<file path="config.mk">
export PLATFORM = sky130hd
export DESIGN_NAME = alu_operand_loader
export DESIGN_NICKNAME = d
export VERILOG_FILES = /design/src/rtl/alu_operand_loader.sv
export SDC_FILE = /design/constraint.sdc
export NUM_CORES = 1
export LEC_CHECK = 0
export CAP_MARGIN = 20
export CORE_AREA = 2 2 49 51
export CTS_BUF_LIST = sky130_fd_sc_hd__clkbuf_8
export DETAILED_ROUTE_END_ITERATION = 10
export DIE_AREA = 0 0 51 53
export HOLD_SLACK_MARGIN = 0.08
export PLACE_DENSITY = 0.81
export SLEW_MARGIN = 40
export SYNTH_ARGS = -nofsm -noshare
export SYNTH_HDL_FRONTEND = slang
export SYNTH_SLANG_ARGS = --single-unit
export TNS_END_PERCENT = 30
</file>
<file path="constraint.sdc">
create_clock -name clk -period 1.38 [get_ports clk]
set_input_delay 0.414 -clock clk [delete_from_list [all_inputs] [get_ports clk]]
set_output_delay 0.414 -clock clk [all_outputs]
set_load 0.01 [all_outputs]
</file>
<file path="src/rtl/alu_operand_loader.sv">
// Operand front-end for the ALU: captures A, B and opcode from the switches,
// one value per debounced "next" press, then pulses start and holds the set.
module alu_operand_loader #(
    parameter int unsigned DEBOUNCE_CYCLES = 4,
    parameter int unsigned OPW             = 3
) (
    input  logic           clk,
    input  logic           rst,
    input  logic [OPW-1:0] sw,
    input  logic           btn_next,
    input  logic           btn_clear,
    output logic [OPW-1:0] portA,
    output logic [OPW-1:0] portB,
    output logic [1:0]     opcode,
    output logic [1:0]     stage,
    output logic           start,
    output logic           valid
);

    localparam int unsigned CW = (DEBOUNCE_CYCLES > 2) ? $clog2(DEBOUNCE_CYCLES) : 1;
    localparam int unsigned NB = 2;
    localparam logic [CW-1:0] CNT_MAX = CW'(DEBOUNCE_CYCLES - 1);

    typedef enum logic [1:0] {
        LOAD_A  = 2'd0,
        LOAD_B  = 2'd1,
        LOAD_OP = 2'd2,
        READY   = 2'd3
    } state_e;

    // Button index 0 is next, 1 is clear.
    logic [NB-1:0] raw;
    logic [NB-1:0] s1_q, s2_q;
    logic [NB-1:0] deb_q, deb_d;
    logic [NB-1:0] deb_dly_q;
    logic [CW-1:0] cnt_q [NB];
    logic [CW-1:0] cnt_d [NB];
    logic [NB-1:0] press;
    logic          next_p, clear_p;

    assign raw = {btn_clear, btn_next};

    // Accept a new level only after it has differed from the current one long enough.
    always_comb begin
        for (int i = 0; i < int'(NB); i++) begin
            deb_d[i] = deb_q[i];
            cnt_d[i] = cnt_q[i];
            if (s2_q[i] == deb_q[i]) begin
                cnt_d[i] = '0;
            end else if (cnt_q[i] == CNT_MAX) begin
                deb_d[i] = s2_q[i];
                cnt_d[i] = '0;
            end else begin
                cnt_d[i] = cnt_q[i] + CW'(1);
            end
        end
    end

    always_ff @(posedge clk or negedge rst) begin
        if (!rst) begin
            s1_q      <= '0;
            s2_q      <= '0;
            deb_q     <= '0;
            deb_dly_q <= '0;
            for (int i = 0; i < int'(NB); i++) begin
                cnt_q[i] <= '0;
            end
        end else begin
            s1_q      <= raw;
            s2_q      <= s1_q;
            deb_q     <= deb_d;
            deb_dly_q <= deb_q;
            for (int i = 0; i < int'(NB); i++) begin
                cnt_q[i] <= cnt_d[i];
            end
        end
    end

    assign press   = deb_q & ~deb_dly_q;
    assign next_p  = press[0];
    assign clear_p = press[1];

    state_e         state_q, state_d;
    logic [OPW-1:0] porta_q, porta_d;
    logic [OPW-1:0] portb_q, portb_d;
    logic [1:0]     opcode_q, opcode_d;
    logic           start_q, start_d;
    logic           valid_q, valid_d;

    always_ff @(posedge clk or negedge rst) begin
        if (!rst) begin
            state_q  <= LOAD_A;
            porta_q  <= '0;
            portb_q  <= '0;
            opcode_q <= '0;
            start_q  <= 1'b0;
            valid_q  <= 1'b0;
        end else begin
            state_q  <= state_d;
            porta_q  <= porta_d;
            portb_q  <= portb_d;
            opcode_q <= opcode_d;
            start_q  <= start_d;
            valid_q  <= valid_d;
        end
    end

    // Clear has priority over next; captured values persist through READY -> LOAD_A.
    always_comb begin
        state_d  = state_q;
        porta_d  = porta_q;
        portb_d  = portb_q;
        opcode_d = opcode_q;
        start_d  = 1'b0;
        if (clear_p) begin
            state_d  = LOAD_A;
            porta_d  = '0;
            portb_d  = '0;
            opcode_d = '0;
        end else if (next_p) begin
            case (state_q)
                LOAD_A: begin
                    porta_d = sw;
                    state_d = LOAD_B;
                end
                LOAD_B: begin
                    portb_d = sw;
                    state_d = LOAD_OP;
                end
                LOAD_OP: begin
                    opcode_d = sw[1:0];
                    start_d  = 1'b1;
                    state_d  = READY;
                end
                default: state_d = LOAD_A;
            endcase
        end
        valid_d = (state_d == READY);
    end

    assign portA  = porta_q;
    assign portB  = portb_q;
    assign opcode = opcode_q;
    assign stage  = state_q;
    assign start  = start_q;
    assign valid  = valid_q;

endmodule

</file>
Word-level counts from Yosys, hierarchy flattened
Index checks and enable logic that the tools add are counted.
Widths: inputs -> output; s select.
{ "totals": {"mem_bits_rw": 0, "latchBits": 0, "rom_bits": 0, "inputBits": 7, "mem_count": 0, "register_bits": 24} }
{ "classes": {"eq_ne": 7, "muxes": 19, "n_lt_le_gt_ge": 0, "shift": 0, "div_mod_pow": 0, "n_reduce_logical": 10, "bitwise": 4, "mul": 0, "add_sub_neg": 2} }
{ "ops": {"columns": ["operator", "count"], "rows": [
  ["$mux 2", 9],
  ["$mux 3", 6],
  ["$reduce_and 2->1", 5],
  ["$eq 2x2->1 const B", 4],
  ["$reduce_bool 2->1", 4],
  ["$pmux 2 s3", 1],
  ["$add 2x1->2 const B", 2],
  ["$mux 1", 3],
  ["$and 2x2->2", 1],
  ["$eq 1x1->1", 2],
  ["$eq 2x1->1 const B", 1],
  ["$logic_not 2->1", 1],
  ["$not 1->1", 2],
  ["$not 2->2", 1]
]} }

Depth between registers and ports, before layout
Gate-level depths: netlist of run 1.
{ "logic_depth": {"ltp_word": 5, "ltp_mapped": 5, "depth_no_buf": 5} }

Least setup slack after synthesis of run 1
OpenSTA, ideal clock, no wires.
{ "synth_timing": {"path_kind": "reg2reg", "start": "reg state_q[0] (netlist: stage[0])", "end": "reg porta_q[0] (netlist: portA[0])", "required_time_ps": 1250, "setup_slack_ps": 262, "t_arrival_ps": 988, "setup_ps": 130, "period_less_slack_ps": 1118, "stages_incl_launch_ff": 6, "cell_sequence": "dfrtp_1 inv_1 ha_1 nand3b_1 nand3_1 o21ai_0"} }
{ "synth_between": {"elab_chain_cells": 3} }
{ "synth_lines": {"columns": ["item", "line", "rtl"], "rows": [
  ["from (decl)", "83", "state_e state_q, state_d;"],
  ["from (signal assigned)", "99", "state_q <= state_d;"],
  ["$logic_not 2->1", "121", "case (state_q)"],
  ["$reduce_bool 2->1 (no source line)", null, null],
  ["$reduce_and 2->1 (no source line)", null, null],
  ["to (signal assigned)", "100", "porta_q <= porta_d;"],
  ["to (decl)", "84", "logic [OPW-1:0] porta_q, porta_d;"]
]} }
Every way passes these cells.
A chain may end at the register's enable or synchronous reset.

Final worst setup path of run 1
{ "layout_timing": {"start": "reg porta_q[1] (netlist: portA[1])", "end": "out portA[1]"} }
{ "layout_rtl": {"columns": ["item", "line", "rtl"], "rows": [
  ["to (decl)", "12", "output logic [OPW-1:0] portA,"]
]} }
No word-level cell between the ends.

==> flow_summary.html, run 1 <==
<table>
<tr><th>Metric</th><th>Value</th></tr>
<tr><th colspan="2">Worst setup path</th></tr>
<tr><td>CP required</td><td>0.97 ns</td></tr>
<tr><td>Cell family with most CP delay</td><td>flip-flops</td></tr>
<tr><td>Buffers and inverters on the worst path</td><td>1</td></tr>
<tr><td>Cell Chain, Critical Path</td><td>dlygate4sd2_1</td></tr>
<tr><td>Max FO, Critical Path</td><td>2</td></tr>
<tr><td>Slowest stage delay, CP</td><td>0.39 ns</td></tr>
<tr><td>Worst setup slack for register-to-register paths</td><td>0.12 ns</td></tr>
<tr><td>Kind of start point of the critical path</td><td>register</td></tr>
<tr><td>CP endpoint kind</td><td>output pin</td></tr>
<tr><td>Arrival time of data at the critical path endpoint</td><td>0.93 ns</td></tr>
<tr><td>Slowest cell on the critical path</td><td>dfrtp_1</td></tr>
<tr><td>Kind of critical path</td><td>reg -&gt; out</td></tr>
<tr><th colspan="2">GRT</th></tr>
<tr><td>Total routing usage reported by global routing</td><td>14.29%</td></tr>
<tr><td>First-pass GRT wire length</td><td>2829 µm</td></tr>
<tr><td>Number of global-route vias before repair</td><td>657</td></tr>
<tr><td>Global-route congestion overflow total</td><td>0</td></tr>
<tr><td>Maximum number of pins on one net before global-route repair</td><td>25</td></tr>
<tr><td>Number of antenna violations at the first check in global routing</td><td>0</td></tr>
<tr><th colspan="2">Floorplanning</th></tr>
<tr><td>Die Ht</td><td>53 µm</td></tr>
<tr><td>Chip width</td><td>51 µm</td></tr>
<tr><td>Row count</td><td>17</td></tr>
<tr><td>Effective utilization at floorplan</td><td>43.39%</td></tr>
<tr><td>Overall die area</td><td>2703 µm²</td></tr>
<tr><td>Total I/O pin count</td><td>19</td></tr>
<tr><td>Floorplan core area</td><td>2148 µm²</td></tr>
<tr><th colspan="2">Logic synthesis</th></tr>
<tr><td>Async set or reset register ratio after synthesis</td><td>100.0%</td></tr>
<tr><td>EDFF count, synth</td><td>0</td></tr>
<tr><td>Synthesized area</td><td>932.1 µm²</td></tr>
<tr><td>Most numerous cell types in the synthesized netlist</td><td>dfrtp_1 (24), nand3_1 (9), o21ai_0 (8)</td></tr>
<tr><td>Post-synth top area share</td><td>64.43%</td></tr>
<tr><td>Share of synthesized area occupied by flip-flops and latches</td><td>64.43%</td></tr>
<tr><td>Most instantiated library cell after synthesis</td><td>dfrtp_1</td></tr>
<tr><td>Syn_area_per_cell</td><td>12.60 µm²</td></tr>
<tr><td>Number of warnings reported in the yosys synthesis log</td><td>0</td></tr>
<tr><td>Synth Net Count</td><td>86</td></tr>
<tr><td>Main flop type after synthesis</td><td>dfrtp_1</td></tr>
<tr><td>Synthesis-stage register bit count</td><td>24</td></tr>
<tr><td>Mapped Cells</td><td>74</td></tr>
<tr><td>Number of distinct library cells after synthesis</td><td>18</td></tr>
<tr><td>Biggest area contributors in the synthesized netlist</td><td>dfrtp_1 (64%), ha_1 (6.7%), nand3_1 (4.8%), o21ai_0 (4.3%), mux2_2 (2.4%)</td></tr>
<tr><td>Largest area contributor in the synthesized netlist</td><td>dfrtp_1</td></tr>
<tr><th colspan="2">Routing</th></tr>
<tr><td>Wirelength, routed</td><td>1531 µm</td></tr>
<tr><td>Vias</td><td>632</td></tr>
<tr><td>Via count normalized by instance count</td><td>4.976</td></tr>
<tr><td>DRC violation total after the first TritonRoute iteration</td><td>4</td></tr>
<tr><td>Routed length per instance</td><td>12.06 µm</td></tr>
<tr><td>Remaining antenna violation count after routing</td><td>0</td></tr>
<tr><td>Remaining routing DRC violations</td><td>0</td></tr>
<tr><td>Iteration count of the initial detailed-routing pass</td><td>2</td></tr>
<tr><th colspan="2">Job</th></tr>
<tr><td>Max-Cap Viols</td><td>0</td></tr>
<tr><th colspan="2">Power and ir drop</th></tr>
<tr><td>Logic gate share of total power</td><td>36.0%</td></tr>
<tr><td>Int Pwr</td><td>1.586 mW</td></tr>
<tr><td>Sw power</td><td>0.7682 mW</td></tr>
<tr><td>Clock network power share</td><td>19.1%</td></tr>
<tr><td>Peak supply drop</td><td>0.0008866 V</td></tr>
<tr><td>Switching portion of total power</td><td>32.63%</td></tr>
<tr><td>Power share of the sequential group</td><td>44.8%</td></tr>
<tr><td>Pwr Total</td><td>2.354 mW</td></tr>
<tr><td>Static leakage</td><td>0.5966 nW</td></tr>
<tr><td>P per Cell Area</td><td>1922 nW/µm²</td></tr>
<tr><th colspan="2">Place</th></tr>
<tr><td>Placer Congestion</td><td>0.6401</td></tr>
<tr><td>IO buf count</td><td>18</td></tr>
<tr><th colspan="2">Clock network</th></tr>
<tr><td>Number of clock buffers inserted by TritonCTS</td><td>3</td></tr>
<tr><td>Clock tree root driver cell</td><td>clkbuf_8</td></tr>
<tr><td>Worst-case clock buffer depth</td><td>2</td></tr>
<tr><td>Worst-Skew Late Latency</td><td>0.25 ns</td></tr>
<tr><td>CTS tree</td><td>built</td></tr>
<tr><td>Number of buffers inserted for hold repair after clock tree synthesis</td><td>0</td></tr>
<tr><td>CTS clk-pin slew, worst paths</td><td>0.08 ns</td></tr>
<tr><td>H-tree level count</td><td>1</td></tr>
<tr><td>Count of clock tree sinks</td><td>24</td></tr>
<tr><th colspan="2">STA</th></tr>
<tr><td>Part of the cycle the worst path needs</td><td>97.21%</td></tr>
<tr><td>Fmax</td><td>745.5 MHz</td></tr>
<tr><td>Setup-failing EPs final</td><td>0</td></tr>
<tr><td>Tightest Pin Transition</td><td>0.4343 ns</td></tr>
<tr><td>Worst clock skew</td><td>0.001656 ns</td></tr>
<tr><td>Clock period minus final worst setup slack</td><td>1.341 ns</td></tr>
<tr><td>Number of max-slew violations in the final report</td><td>0</td></tr>
<tr><td>Final hold violation count</td><td>0</td></tr>
<tr><td>Worst-case headroom to the max-slew limit</td><td>71.05%</td></tr>
<tr><td>Accumulated negative setup slack</td><td>0 ns</td></tr>
<tr><td>RSZ-0062 raised after global routing</td><td>false</td></tr>
<tr><th colspan="2">Layout</th></tr>
<tr><td>Footprint of the multi-input gates</td><td>319.1 µm²</td></tr>
<tr><td>Register Area</td><td>600.6 µm²</td></tr>
<tr><td>Antenna diode count</td><td>0</td></tr>
<tr><td>Area added between synthesis and finish</td><td>31.41%</td></tr>
<tr><td>Share of final-layout standard cells stronger than drive strength 1</td><td>15.15%</td></tr>
<tr><td>Final Net Count</td><td>112</td></tr>
<tr><td># fillers</td><td>200</td></tr>
<tr><th colspan="2">Min path</th></tr>
<tr><td>Type of the worst min-delay path</td><td>reg -&gt; reg</td></tr>
<tr><th colspan="2">Status</th></tr>
<tr><td>Result of the run</td><td>complete, no violations</td></tr>
</table>
## cells by family after synthesis
family                   Yosys count  synth area share (%)
AND/OR/NAND/NOR                   27                 15.57
multiplexers                       2                 2.416
AO/OA/AOI/OAI                     11                 7.383
XOR/XNOR                           2                 1.880
flip-flops                        24                 64.43
adder cells (fa/ha/maj)            5                 6.711
buffers and inverters              3                 1.611
## area by class of cell
type                       count  share of cell area, %
timing repair buffer          22                  16.96
clock buffer                   4                  4.494
inverter                       2                 0.6129
tap                           28                  2.860
sequential                    24                  49.03
multi-input combinational     47                  26.05
## cell usage in the layout, fill, tap and decap left out, types with 3 or more instances in the layout
master           Yosys  routed
dfrtp_1             24      24
dlygate4sd2_1        0      12
nand3_1              9       9
o21ai_0              8       6
clkdlybuf4s50_1      0       6
nand2_1              4       4
ha_1                 5       4
clkbuf_8             0       4
nor2_1               3       3
nor2b_1              3       3
nand3b_1             3       3
buf_4                1       3
## metrics by stage
stage | hold slack, ns | cell area, µm² | setup slack, ns | instances | utilization (%)
floorplan | 0.1184 | 932.1 | 0.2623 | 74 | -
global placement | 0.3342 | 1175 | 0.1077 | 122 | 54.69
detailed placement | 0.3387 | 1175 | 0.06839 | 122 | 54.69
CTS | 0.3565 | 1215 | 0.03376 | 126 | 56.55
global route | 0.3635 | 1225 | 0.002633 | 127 | 57.02
finish | 0.3546 | 1225 | 0.03853 | 127 | 57.02
## power by group through the flow
stage | logic (mW) | registers, mW | clock network (mW)
2_1_floorplan | 0.477 | 1.11 | 0
3_3_place_gp | 0.874 | 1.06 | 0
3_5_place_dp | 0.906 | 1.08 | 0
4_1_cts | 0.845 | 1.06 | 0.460
5_1_grt | 0.965 | 1.09 | 0.507
6_report | 0.848 | 1.06 | 0.451
## final timing paths
| path | startpoint | to | cells after the start |
|---|---|---|---|
| min | s1_q[1]$_DFF_PN0_ | s2_q[1]$_DFF_PN0_ | 0 |
| max reg2reg | stage[0]$_DFF_PN0_ | opcode[0]$_DFFE_PN0P_ | 6 |
| min reg2reg | s1_q[1]$_DFF_PN0_ | s2_q[1]$_DFF_PN0_ | 0 |
| min in group asynchronous | rst | portA[1]$_DFFE_PN0P_ | 2 |
| max in group asynchronous | rst | deb_dly_q[0]$_DFF_PN0_ | 2 |
| max | portA[1]$_DFFE_PN0P_ | portA[1] | 1 |
## metal layers
| layer | up-vias | global-route usage (%) | wire length [µm] |
|---|---|---|---|
| li1 | 305 | - | - |
| met1 | 308 | 16.94 | 684 |
| met2 | 19 | 26.19 | 761 |
| met3 | 0 | 2.825 | 85 |
| met4 | 0 | 4.054 | 0 |
| met5 | - | 0 | 0 |
## timing repair
item	CTS	global route
pin swaps	0	6
setup buffers	0	1
resized for setup	12	5
setup endpoints to repair	12	8
## sequential cells by signal (all words and copies together), names as in the netlist
| register | count |
|---|---|
| valid | 1 |
| opcode | 2 |
| deb_q | 2 |
| cnt_q | 4 |
| portB | 3 |
| portA | 3 |
| s2_q | 2 |
| deb_dly_q | 2 |
| s1_q | 2 |
| stage | 2 |
| start | 1 |
No activity file was read; power rests on OpenSTA's default activity.
==> inputs of run 2 (changes only) <==
--- a/config.mk
+++ b/config.mk
@@ -7,9 +7,10 @@
 export LEC_CHECK = 0
+export ABC_AREA = 1
 export CAP_MARGIN = 20
-export CORE_AREA = 2 2 49 51
+export CORE_AREA = 2 2 51 53
 export CTS_BUF_LIST = sky130_fd_sc_hd__clkbuf_8
 export DETAILED_ROUTE_END_ITERATION = 10
-export DIE_AREA = 0 0 51 53
+export DIE_AREA = 0 0 53 55
 export HOLD_SLACK_MARGIN = 0.08
-export PLACE_DENSITY = 0.81
+export PLACE_DENSITY = 0.8
 export SLEW_MARGIN = 40
--- a/constraint.sdc
+++ b/constraint.sdc
@@ -3,2 +3,2 @@
 set_output_delay 0.414 -clock clk [all_outputs]
-set_load 0.01 [all_outputs]
+set_load 0.02 [all_outputs]
==> run 2 against run 1 <==
Compared with the run above: critical path depth unchanged; final area increased by 6.3%; critical endpoint is now stage[0]; synthesized cell count increased by 32%; register-to-register slack got worse by 0.02 ns; cell count increased by 20%; largest power group is now combinational logic.
==> flow_summary.html, run 2 <==
<table>
<tr><th>Metric</th><th>Value</th></tr>
<tr><th colspan="2">Clock network</th></tr>
<tr><td>Worst-case clock buffer depth</td><td>2 (unchanged)</td></tr>
<tr><td>CTS tree</td><td>built (unchanged)</td></tr>
<tr><td>Worst-Skew Late Latency</td><td>0.26 ns (was 0.25 ns)</td></tr>
<tr><td>H-tree level count</td><td>1 (unchanged)</td></tr>
<tr><td>Number of buffers inserted for hold repair after clock tree synthesis</td><td>0 (unchanged)</td></tr>
<tr><td>Post-CTS Setup Repair Bufs</td><td>0 (unchanged)</td></tr>
<tr><td>Clock tree root driver cell</td><td>clkbuf_8 (unchanged)</td></tr>
<tr><td>Number of clock buffers inserted by TritonCTS</td><td>3 (unchanged)</td></tr>
<tr><td>Count of clock tree sinks</td><td>24 (unchanged)</td></tr>
<tr><td>CTS clk-pin slew, worst paths</td><td>0.09 ns (was 0.08 ns)</td></tr>
<tr><th colspan="2">Place</th></tr>
<tr><td>Placer Congestion</td><td>0.6899 (was 0.6401)</td></tr>
<tr><td>Worst-case setup slack after placement</td><td>0.02497 ns (was 0.06839 ns)</td></tr>
<tr><td>IO buf count</td><td>18 (unchanged)</td></tr>
<tr><td>Post-detail-place hpwl</td><td>1245 µm</td></tr>
<tr><th colspan="2">Layout</th></tr>
<tr><td># fillers</td><td>207 (was 200)</td></tr>
<tr><td>Top library cells by usage in the layout, fill and taps aside</td><td>dfrtp_1 (24), nand2_1 (21), inv_1 (13) (was dfrtp_1 (24), dlygate4sd2_1 (12), nand3_1 (9))</td></tr>
<tr><td>Largest register by flop count</td><td>cnt_q (unchanged)</td></tr>
<tr><td>Commonest non-fill, non-tap cell in the layout</td><td>dfrtp_1 (unchanged)</td></tr>
<tr><td>Share of final-layout standard cells stronger than drive strength 1</td><td>20.33% (was 15.15%)</td></tr>
<tr><td>Final Net Count</td><td>136 (was 112)</td></tr>
<tr><td>Antenna diode count</td><td>0 (unchanged)</td></tr>
<tr><td>Max reg flops</td><td>4 (unchanged)</td></tr>
<tr><td>Area added between synthesis and finish</td><td>29.64% (was 31.41%)</td></tr>
<tr><th colspan="2">Worst setup path</th></tr>
<tr><td>Slowest stage delay, CP</td><td>0.38 ns (was 0.39 ns)</td></tr>
<tr><td>Arrival time of data at the critical path endpoint</td><td>0.93 ns (about the same)</td></tr>
<tr><td>RR Startpoint</td><td>stage[0]$_DFF_PN0_ (unchanged)</td></tr>
<tr><td>CP endpoint kind</td><td>output pin (unchanged)</td></tr>
<tr><td>Worst setup slack for register-to-register paths</td><td>0.10 ns (was 0.12 ns)</td></tr>
<tr><td>Slowest cell on the critical path</td><td>dfrtp_1 (unchanged)</td></tr>
<tr><td>Buffers and inverters on the worst path</td><td>1 (unchanged)</td></tr>
<tr><td>Kind of start point of the critical path</td><td>register (unchanged)</td></tr>
<tr><td>Cell family with most CP delay</td><td>flip-flops (unchanged)</td></tr>
<tr><td>Max FO, Critical Path</td><td>2 (unchanged)</td></tr>
<tr><td>CP required</td><td>0.97 ns (about the same)</td></tr>
<tr><td>Cell Chain, Critical Path</td><td>clkdlybuf4s15_1 (was dlygate4sd2_1)</td></tr>
<tr><td>Kind of critical path</td><td>reg -&gt; out (unchanged)</td></tr>
<tr><td>Terminus of the critical flop-to-flop path</td><td>valid$_DFF_PN0_ (was opcode[0]$_DFFE_PN0P_)</td></tr>
<tr><td>Depth of the worst register-to-register path</td><td>7 (was 6)</td></tr>
<tr><th colspan="2">Routing</th></tr>
<tr><td>Routed length per instance</td><td>11.15 µm (was 12.06 µm)</td></tr>
<tr><td>Wirelength, routed</td><td>1706 µm (was 1531 µm)</td></tr>
<tr><td>Via count normalized by instance count</td><td>4.601 (was 4.976)</td></tr>
<tr><td>Remaining routing DRC violations</td><td>0 (unchanged)</td></tr>
<tr><td>DRC violation total after the first TritonRoute iteration</td><td>8 (was 4)</td></tr>
<tr><td>Vias</td><td>704 (was 632)</td></tr>
<tr><td>Remaining antenna violation count after routing</td><td>0 (unchanged)</td></tr>
<tr><td>Iteration count of the initial detailed-routing pass</td><td>4 (was 2)</td></tr>
<tr><th colspan="2">GRT</th></tr>
<tr><td>Number of antenna violations at the first check in global routing</td><td>0 (unchanged)</td></tr>
<tr><td>Total routing usage reported by global routing</td><td>13.64% (was 14.29%)</td></tr>
<tr><td>Global-route congestion overflow total</td><td>0 (unchanged)</td></tr>
<tr><td>Number of global-route vias before repair</td><td>652 (was 657)</td></tr>
<tr><td>Maximum number of pins on one net before global-route repair</td><td>25 (unchanged)</td></tr>
<tr><td>First-pass GRT wire length</td><td>2801 µm (was 2829 µm)</td></tr>
<tr><th colspan="2">STA</th></tr>
<tr><td>Final hold violation count</td><td>0 (unchanged)</td></tr>
<tr><td>Number of max-slew violations in the final report</td><td>0 (unchanged)</td></tr>
<tr><td>Setup-failing EPs final</td><td>0 (unchanged)</td></tr>
<tr><td>Worst clock skew</td><td>0.008674 ns (was 0.001656 ns)</td></tr>
<tr><td>Tightest Pin Transition</td><td>0.2464 ns (was 0.4343 ns)</td></tr>
<tr><td>Accumulated negative setup slack</td><td>0 ns (unchanged)</td></tr>
<tr><td>Worst-case headroom to the max-slew limit</td><td>83.52% (was 71.05%)</td></tr>
<tr><td>Smallest setup slack after layout</td><td>0.03980 ns (was 0.03853 ns)</td></tr>
<tr><td>Fmax</td><td>746.2 MHz (was 745.5 MHz)</td></tr>
<tr><td>Part of the cycle the worst path needs</td><td>97.12% (was 97.21%)</td></tr>
<tr><td>Clock period minus final worst setup slack</td><td>1.340 ns (was 1.341 ns)</td></tr>
<tr><td>RSZ-0062 raised after global routing</td><td>true (was false)</td></tr>
<tr><th colspan="2">Logic synthesis</th></tr>
<tr><td>Number of distinct library cells after synthesis</td><td>16 (was 18)</td></tr>
<tr><td>Synthesis-stage register bit count</td><td>24 (unchanged)</td></tr>
<tr><td>Biggest area contributors in the synthesized netlist</td><td>dfrtp_1 (60%), nand2_1 (7.8%), ha_1 (6.2%), nand3_1 (5.5%), inv_1 (4.9%) (was dfrtp_1 (64%), ha_1 (6.7%), nand3_1 (4.8%), o21ai_0 (4.3%), mux2_2 (2.4%))</td></tr>
<tr><td>EDFF count, synth</td><td>0 (unchanged)</td></tr>
<tr><td>Share of synthesized area occupied by flip-flops and latches</td><td>59.78% (was 64.43%)</td></tr>
<tr><td>Most instantiated library cell after synthesis</td><td>dfrtp_1 (unchanged)</td></tr>
<tr><td>Main flop type after synthesis</td><td>dfrtp_1 (unchanged)</td></tr>
<tr><td>Async set or reset register ratio after synthesis</td><td>100.0% (unchanged)</td></tr>
<tr><td>Largest area contributor in the synthesized netlist</td><td>dfrtp_1 (unchanged)</td></tr>
<tr><td>Synthesized area</td><td>1005 µm² (was 932.1 µm²)</td></tr>
<tr><td>Syn_area_per_cell</td><td>10.25 µm² (was 12.60 µm²)</td></tr>
<tr><td>Mapped Cells</td><td>98 (was 74)</td></tr>
<tr><td>Synth Net Count</td><td>110 (was 86)</td></tr>
<tr><td>Number of warnings reported in the yosys synthesis log</td><td>0 (unchanged)</td></tr>
<tr><td>Post-synth top area share</td><td>59.78% (was 64.43%)</td></tr>
<tr><td>Most numerous cell types in the synthesized netlist</td><td>dfrtp_1 (24), nand2_1 (21), inv_1 (13) (was dfrtp_1 (24), nand3_1 (9), o21ai_0 (8))</td></tr>
<tr><th colspan="2">Floorplanning</th></tr>
<tr><td>Floorplan core area</td><td>2365 µm² (was 2148 µm²)</td></tr>
<tr><td>Total I/O pin count</td><td>19 (unchanged)</td></tr>
<tr><td>Effective utilization at floorplan</td><td>42.49% (was 43.39%)</td></tr>
<tr><td>Overall die area</td><td>2915 µm² (was 2703 µm²)</td></tr>
<tr><td>Row count</td><td>18 (was 17)</td></tr>
<tr><td>Chip width</td><td>53 µm (was 51 µm)</td></tr>
<tr><td>Die Ht</td><td>55 µm (was 53 µm)</td></tr>
<tr><th colspan="2">Job</th></tr>
<tr><td>Max-Cap Viols</td><td>0 (unchanged)</td></tr>
<tr><th colspan="2">Power and ir drop</th></tr>
<tr><td>Static leakage</td><td>0.7325 nW (was 0.5966 nW)</td></tr>
<tr><td>Peak supply drop</td><td>0.001121 V (was 0.0008866 V)</td></tr>
<tr><td>P per Cell Area</td><td>2293 nW/µm² (was 1922 nW/µm²)</td></tr>
<tr><th colspan="2">Min path</th></tr>
<tr><td>End of the worst hold path</td><td>s2_q[1]$_DFF_PN0_ (unchanged)</td></tr>
<tr><td>Type of the worst min-delay path</td><td>reg -&gt; reg (unchanged)</td></tr>
<tr><td>Hold path depth</td><td>0 (unchanged)</td></tr>
<tr><td>Launch point of the worst hold path</td><td>s1_q[1]$_DFF_PN0_ (unchanged)</td></tr>
<tr><th colspan="2">Status</th></tr>
<tr><td>Result of the run</td><td>complete, no violations (unchanged)</td></tr>
</table>
[run 2: cells by family after synthesis]
group | synth area share [%]
multiplexers | 1.121
AO/OA/AOI/OAI | 0.4977
adder cells (fa/ha/maj) | 6.227
AND/OR/NAND/NOR | 23.91
flip-flops | 59.78
buffers and inverters | 6.724
XOR/XNOR | 1.744
[run 2: routing by layer]
metal	vias up	track usage (%)	wire length, µm
met4	0	5.128	25
met5	-	0	0
li1	346	-	-
met3	5	3.226	105
met1	332	16.55	710
met2	21	23.75	865
[run 2: worst max-delay path by stage]
stage,startpoint,endpoint,slack [ns],depth (start not counted)
finish,stage[0]$_DFF_PN0_,stage[0],0.04,1
global route,stage[0]$_DFF_PN0_,valid$_DFF_PN0_,-0.006,7
CTS,portB[1]$_DFFE_PN0P_,portB[1],0.004,1
detailed placement,stage[0]$_DFF_PN0_,stage[0],0.02,1
global placement,stage[1]$_DFF_PN0_,stage[1],0.04,1
floorplan,stage[0]$_DFF_PN0_,valid$_DFF_PN0_,0.18,6
[run 2: where the power goes]
part	internal (mW)	leakage (nW)	switching, mW
Clock	0.387	0.0357	0.213
Combinational	0.491	0.390	0.772
Sequential	0.964	0.307	0.159
Total	1.84	0.732	1.14
[run 2: area by class of cell]
type                    count  area (µm²)  share of cell area [%]
inverters                  16       62.56                   4.803
repair buffers             22       191.4                   14.70
clock inverters             1       30.03                   2.305
well taps                  30       37.54                   2.882
clock buffers               3       41.29                   3.170
flip-flops and latches     24       600.6                   46.11
multi-input cells          57       339.1                   26.03
[run 2: through the flow]
stage	std cells	cell area [µm²]	total power [mW]	util [%]	hold WS, ns
after floorplan	98	1005	1.972	-	0.1184
after global placement	149	1260	2.444	53.28	0.3337
after detailed placement	149	1260	2.512	53.28	0.3389
after CTS	153	1325	3.042	56.03	0.3588
after global routing	153	1303	3.222	55.08	0.3662
final	153	1303	2.986	55.08	0.3584
[run 2: repair_timing]
item / CTS / global route
gates resized for setup: 19 / 11
gates cloned: 0 / 0
endpoints found under the hold margin: 0 / 0
endpoints found under the setup margin: 12 / 12
==> inputs of run 3 (changes only) <==
--- a/config.mk
+++ b/config.mk
@@ -15,2 +15,3 @@
 export PLACE_DENSITY = 0.8
+export REMOVE_ABC_BUFFERS = 1
 export SLEW_MARGIN = 40
--- a/constraint.sdc
+++ b/constraint.sdc
@@ -3,2 +3,2 @@
 set_output_delay 0.414 -clock clk [all_outputs]
-set_load 0.02 [all_outputs]
+set_load 0.05 [all_outputs]
==> run 3 against run 2 <==
Compared with the run above: power increased by 22%; via count decreased by 4.1%; combinational power increased by 55%; worst setup slack improved by 0.061 ns; register-to-register slack improved by 0.03 ns; final area increased by 8.5%; global-route usage decreased by 0.60 points.
==> flow_summary.html, run 3 (same netlist as run 2, synthesis figures left out) <==
<table>
<tr><th>Metric</th><th>Value</th></tr>
<tr><th colspan="2">Layout</th></tr>
<tr><td>Final Non-Filler Cells</td><td>150 (was 153)</td></tr>
<tr><td>Area added between synthesis and finish</td><td>40.60% (was 29.64%)</td></tr>
<tr><td>Antenna diode count</td><td>0 (unchanged)</td></tr>
<tr><td>Final Net Count</td><td>133 (was 136)</td></tr>
<tr><td>Commonest non-fill, non-tap cell in the layout</td><td>dfrtp_1 (unchanged)</td></tr>
<tr><td>Share of final-layout standard cells stronger than drive strength 1</td><td>22.50% (was 20.33%)</td></tr>
<tr><td>Top library cells by usage in the layout, fill and taps aside</td><td>dfrtp_1 (24), nand2_1 (21), inv_1 (13), buf_12 (13), nand3_1 (11) (was dfrtp_1 (24), nand2_1 (21), inv_1 (13))</td></tr>
<tr><td>Max reg flops</td><td>4 (unchanged)</td></tr>
<tr><td># fillers</td><td>202 (was 207)</td></tr>
<tr><td>Largest register by flop count</td><td>cnt_q (unchanged)</td></tr>
<tr><th colspan="2">Clock network</th></tr>
<tr><td>CTS clk-pin slew, worst paths</td><td>0.08 ns (was 0.09 ns)</td></tr>
<tr><td>Post-CTS Setup Repair Bufs</td><td>0 (unchanged)</td></tr>
<tr><td>Clock tree root driver cell</td><td>clkbuf_8 (unchanged)</td></tr>
<tr><td>Worst-case clock buffer depth</td><td>2 (unchanged)</td></tr>
<tr><td>CTS tree</td><td>built (unchanged)</td></tr>
<tr><td>Number of clock buffers inserted by TritonCTS</td><td>3 (unchanged)</td></tr>
<tr><td>Worst-Skew Late Latency</td><td>0.26 ns (about the same)</td></tr>
<tr><td>Resized cells post-CTS</td><td>0 (was 19)</td></tr>
<tr><td>H-tree level count</td><td>1 (unchanged)</td></tr>
<tr><td>Number of buffers inserted for hold repair after clock tree synthesis</td><td>0 (unchanged)</td></tr>
<tr><td>Count of clock tree sinks</td><td>24 (unchanged)</td></tr>
<tr><th colspan="2">Worst setup path</th></tr>
<tr><td>Kind of start point of the critical path</td><td>register (unchanged)</td></tr>
<tr><td>Cell Chain, Critical Path</td><td>buf_12 (was clkdlybuf4s15_1)</td></tr>
<tr><td>Arrival time of data at the critical path endpoint</td><td>0.87 ns (was 0.93 ns)</td></tr>
<tr><td>Max FO, Critical Path</td><td>3 (was 2)</td></tr>
<tr><td>CP endpoint kind</td><td>output pin (unchanged)</td></tr>
<tr><td>CP required</td><td>0.97 ns (about the same)</td></tr>
<tr><td>Worst setup slack for register-to-register paths</td><td>0.13 ns (was 0.10 ns)</td></tr>
<tr><td>Slowest cell on the critical path</td><td>dfrtp_1 (unchanged)</td></tr>
<tr><td>Cell family with most CP delay</td><td>flip-flops (unchanged)</td></tr>
<tr><td>Kind of critical path</td><td>reg -&gt; out (unchanged)</td></tr>
<tr><td>Slowest stage delay, CP</td><td>0.43 ns (was 0.38 ns)</td></tr>
<tr><td>Buffers and inverters on the worst path</td><td>1 (unchanged)</td></tr>
<tr><th colspan="2">Place</th></tr>
<tr><td>Post-placement cell count</td><td>146 (was 149)</td></tr>
<tr><td>Worst-case setup slack after placement</td><td>0.09290 ns (was 0.02497 ns)</td></tr>
<tr><td>Post-detail-place hpwl</td><td>1248 µm (was 1245 µm)</td></tr>
<tr><td>Placer Congestion</td><td>0.7765 (was 0.6899)</td></tr>
<tr><td>IO buf count</td><td>18 (unchanged)</td></tr>
<tr><th colspan="2">Floorplanning</th></tr>
<tr><td>Effective utilization at floorplan</td><td>42.49% (unchanged)</td></tr>
<tr><td>Overall die area</td><td>2915 µm² (unchanged)</td></tr>
<tr><td>Total I/O pin count</td><td>19 (unchanged)</td></tr>
<tr><td>Row count</td><td>18 (unchanged)</td></tr>
<tr><td>Chip width</td><td>53 µm (unchanged)</td></tr>
<tr><td>Die Ht</td><td>55 µm (unchanged)</td></tr>
<tr><td>Floorplan core area</td><td>2365 µm² (unchanged)</td></tr>
<tr><th colspan="2">STA</th></tr>
<tr><td>Worst-case headroom to the max-slew limit</td><td>84.62% (was 83.52%)</td></tr>
<tr><td>Tightest Pin Transition</td><td>0.2291 ns (was 0.2464 ns)</td></tr>
<tr><td>Number of max-slew violations in the final report</td><td>0 (unchanged)</td></tr>
<tr><td>Minimum hold slack</td><td>0.3604 ns (was 0.3584 ns)</td></tr>
<tr><td>Worst clock skew</td><td>0.001394 ns (was 0.008674 ns)</td></tr>
<tr><td>Fmax</td><td>781.7 MHz (was 746.2 MHz)</td></tr>
<tr><td>Clock period minus final worst setup slack</td><td>1.279 ns (was 1.340 ns)</td></tr>
<tr><td>Part of the cycle the worst path needs</td><td>92.70% (was 97.12%)</td></tr>
<tr><td>RSZ-0062 raised after global routing</td><td>false (was true)</td></tr>
<tr><td>Smallest setup slack after layout</td><td>0.1007 ns (was 0.03980 ns)</td></tr>
<tr><td>Accumulated negative setup slack</td><td>0 ns (unchanged)</td></tr>
<tr><td>Final hold violation count</td><td>0 (unchanged)</td></tr>
<tr><td>Setup-failing EPs final</td><td>0 (unchanged)</td></tr>
<tr><th colspan="2">GRT</th></tr>
<tr><td>Total routing usage reported by global routing</td><td>13.04% (was 13.64%)</td></tr>
<tr><td>Global-route congestion overflow total</td><td>0 (unchanged)</td></tr>
<tr><td>Number of global-route vias before repair</td><td>643 (was 652)</td></tr>
<tr><td>Number of antenna violations at the first check in global routing</td><td>0 (unchanged)</td></tr>
<tr><td>First-pass GRT wire length</td><td>2677 µm (was 2801 µm)</td></tr>
<tr><td>Maximum number of pins on one net before global-route repair</td><td>25 (unchanged)</td></tr>
<tr><th colspan="2">Routing</th></tr>
<tr><td>Via count normalized by instance count</td><td>4.500 (was 4.601)</td></tr>
<tr><td>Routed length per instance</td><td>10.68 µm (was 11.15 µm)</td></tr>
<tr><td>Vias</td><td>675 (was 704)</td></tr>
<tr><td>DRC violation total after the first TritonRoute iteration</td><td>8 (unchanged)</td></tr>
<tr><td>Remaining routing DRC violations</td><td>0 (unchanged)</td></tr>
<tr><td>Iteration count of the initial detailed-routing pass</td><td>4 (unchanged)</td></tr>
<tr><td>Wirelength, routed</td><td>1602 µm (was 1706 µm)</td></tr>
<tr><td>Remaining antenna violation count after routing</td><td>0 (unchanged)</td></tr>
<tr><th colspan="2">Power and ir drop</th></tr>
<tr><td>P per Cell Area</td><td>2577 nW/µm² (was 2293 nW/µm²)</td></tr>
<tr><td>Static leakage</td><td>0.7576 nW (was 0.7325 nW)</td></tr>
<tr><td>Peak supply drop</td><td>0.001468 V (was 0.001121 V)</td></tr>
<tr><td>Pwr Total</td><td>3.640 mW (was 2.986 mW)</td></tr>
<tr><th colspan="2">Job</th></tr>
<tr><td>Max-Cap Viols</td><td>0 (unchanged)</td></tr>
<tr><th colspan="2">Min path</th></tr>
<tr><td>Type of the worst min-delay path</td><td>reg -&gt; reg (unchanged)</td></tr>
<tr><th colspan="2">Status</th></tr>
<tr><td>Result of the run</td><td>complete, no violations (unchanged)</td></tr>
</table>
[run 3: changes by cell type in the layout (fill, tap and decap cells not counted)]
cell / delta
buf_4: -3
clkbuf_2: -6
ha_2: -1
dlygate4sd2_1: -1
bufinv_16: -1
clkbuf_8: +1
clkdlybuf4s15_1: -5
ha_1: +1
buf_12: +12
[run 3: path summary, 6_finish.rpt]
check | startpoint | endpoint | cells after the start
worst min-delay path | s1_q[1]$_DFF_PN0_ | s2_q[1]$_DFF_PN0_ | 0
worst max register to register | stage[0]$_DFF_PN0_ | valid$_DFF_PN0_ | 6
worst min register to register | s1_q[1]$_DFF_PN0_ | s2_q[1]$_DFF_PN0_ | 0
min in group asynchronous | rst | stage[1]$_DFF_PN0_ | 2
worst max-delay path | stage[0]$_DFF_PN0_ | stage[0] | 1
max in group asynchronous | rst | portA[1]$_DFFE_PN0P_ | 2
[run 3: where the power goes]
| group | total, mW | switching [mW] | internal, mW |
|---|---|---|---|
| registers | 1.23 | 0.264 | 0.966 |
| logic | 1.95 | 1.08 | 0.870 |
| clock network | 0.460 | 0.206 | 0.254 |
| total | 3.64 | 1.55 | 2.09 |
[run 3: routing by layer]
metal  GRT usage (%)  vias to the layer above  part of all wire [%]
li1                -                      342                     -
met1           15.63                      312                    46
met2           22.08                       16                    48
met3           2.419                        5                   4.1
met4           7.692                        0                   2.3
met5               0                        -                     0
[run 3: final cells by class]
cell class / instances / area (µm²) / area share, %
clock buffers: 4 / 55.05 / 3.897
inverters: 16 / 62.56 / 4.429
multi-input cells: 57 / 336.6 / 23.83
flip-flops and latches: 24 / 600.6 / 42.52
well taps: 30 / 37.54 / 2.657
repair buffers: 19 / 320.3 / 22.67
[run 3: stage by stage]
stage	utilization (%)	area, µm²
2_1_floorplan	-	999.7
3_3_place_gp	57.41	1358
3_5_place_dp	57.41	1358
4_1_cts	59.74	1413
5_1_grt	59.74	1413
6_report	59.74	1413
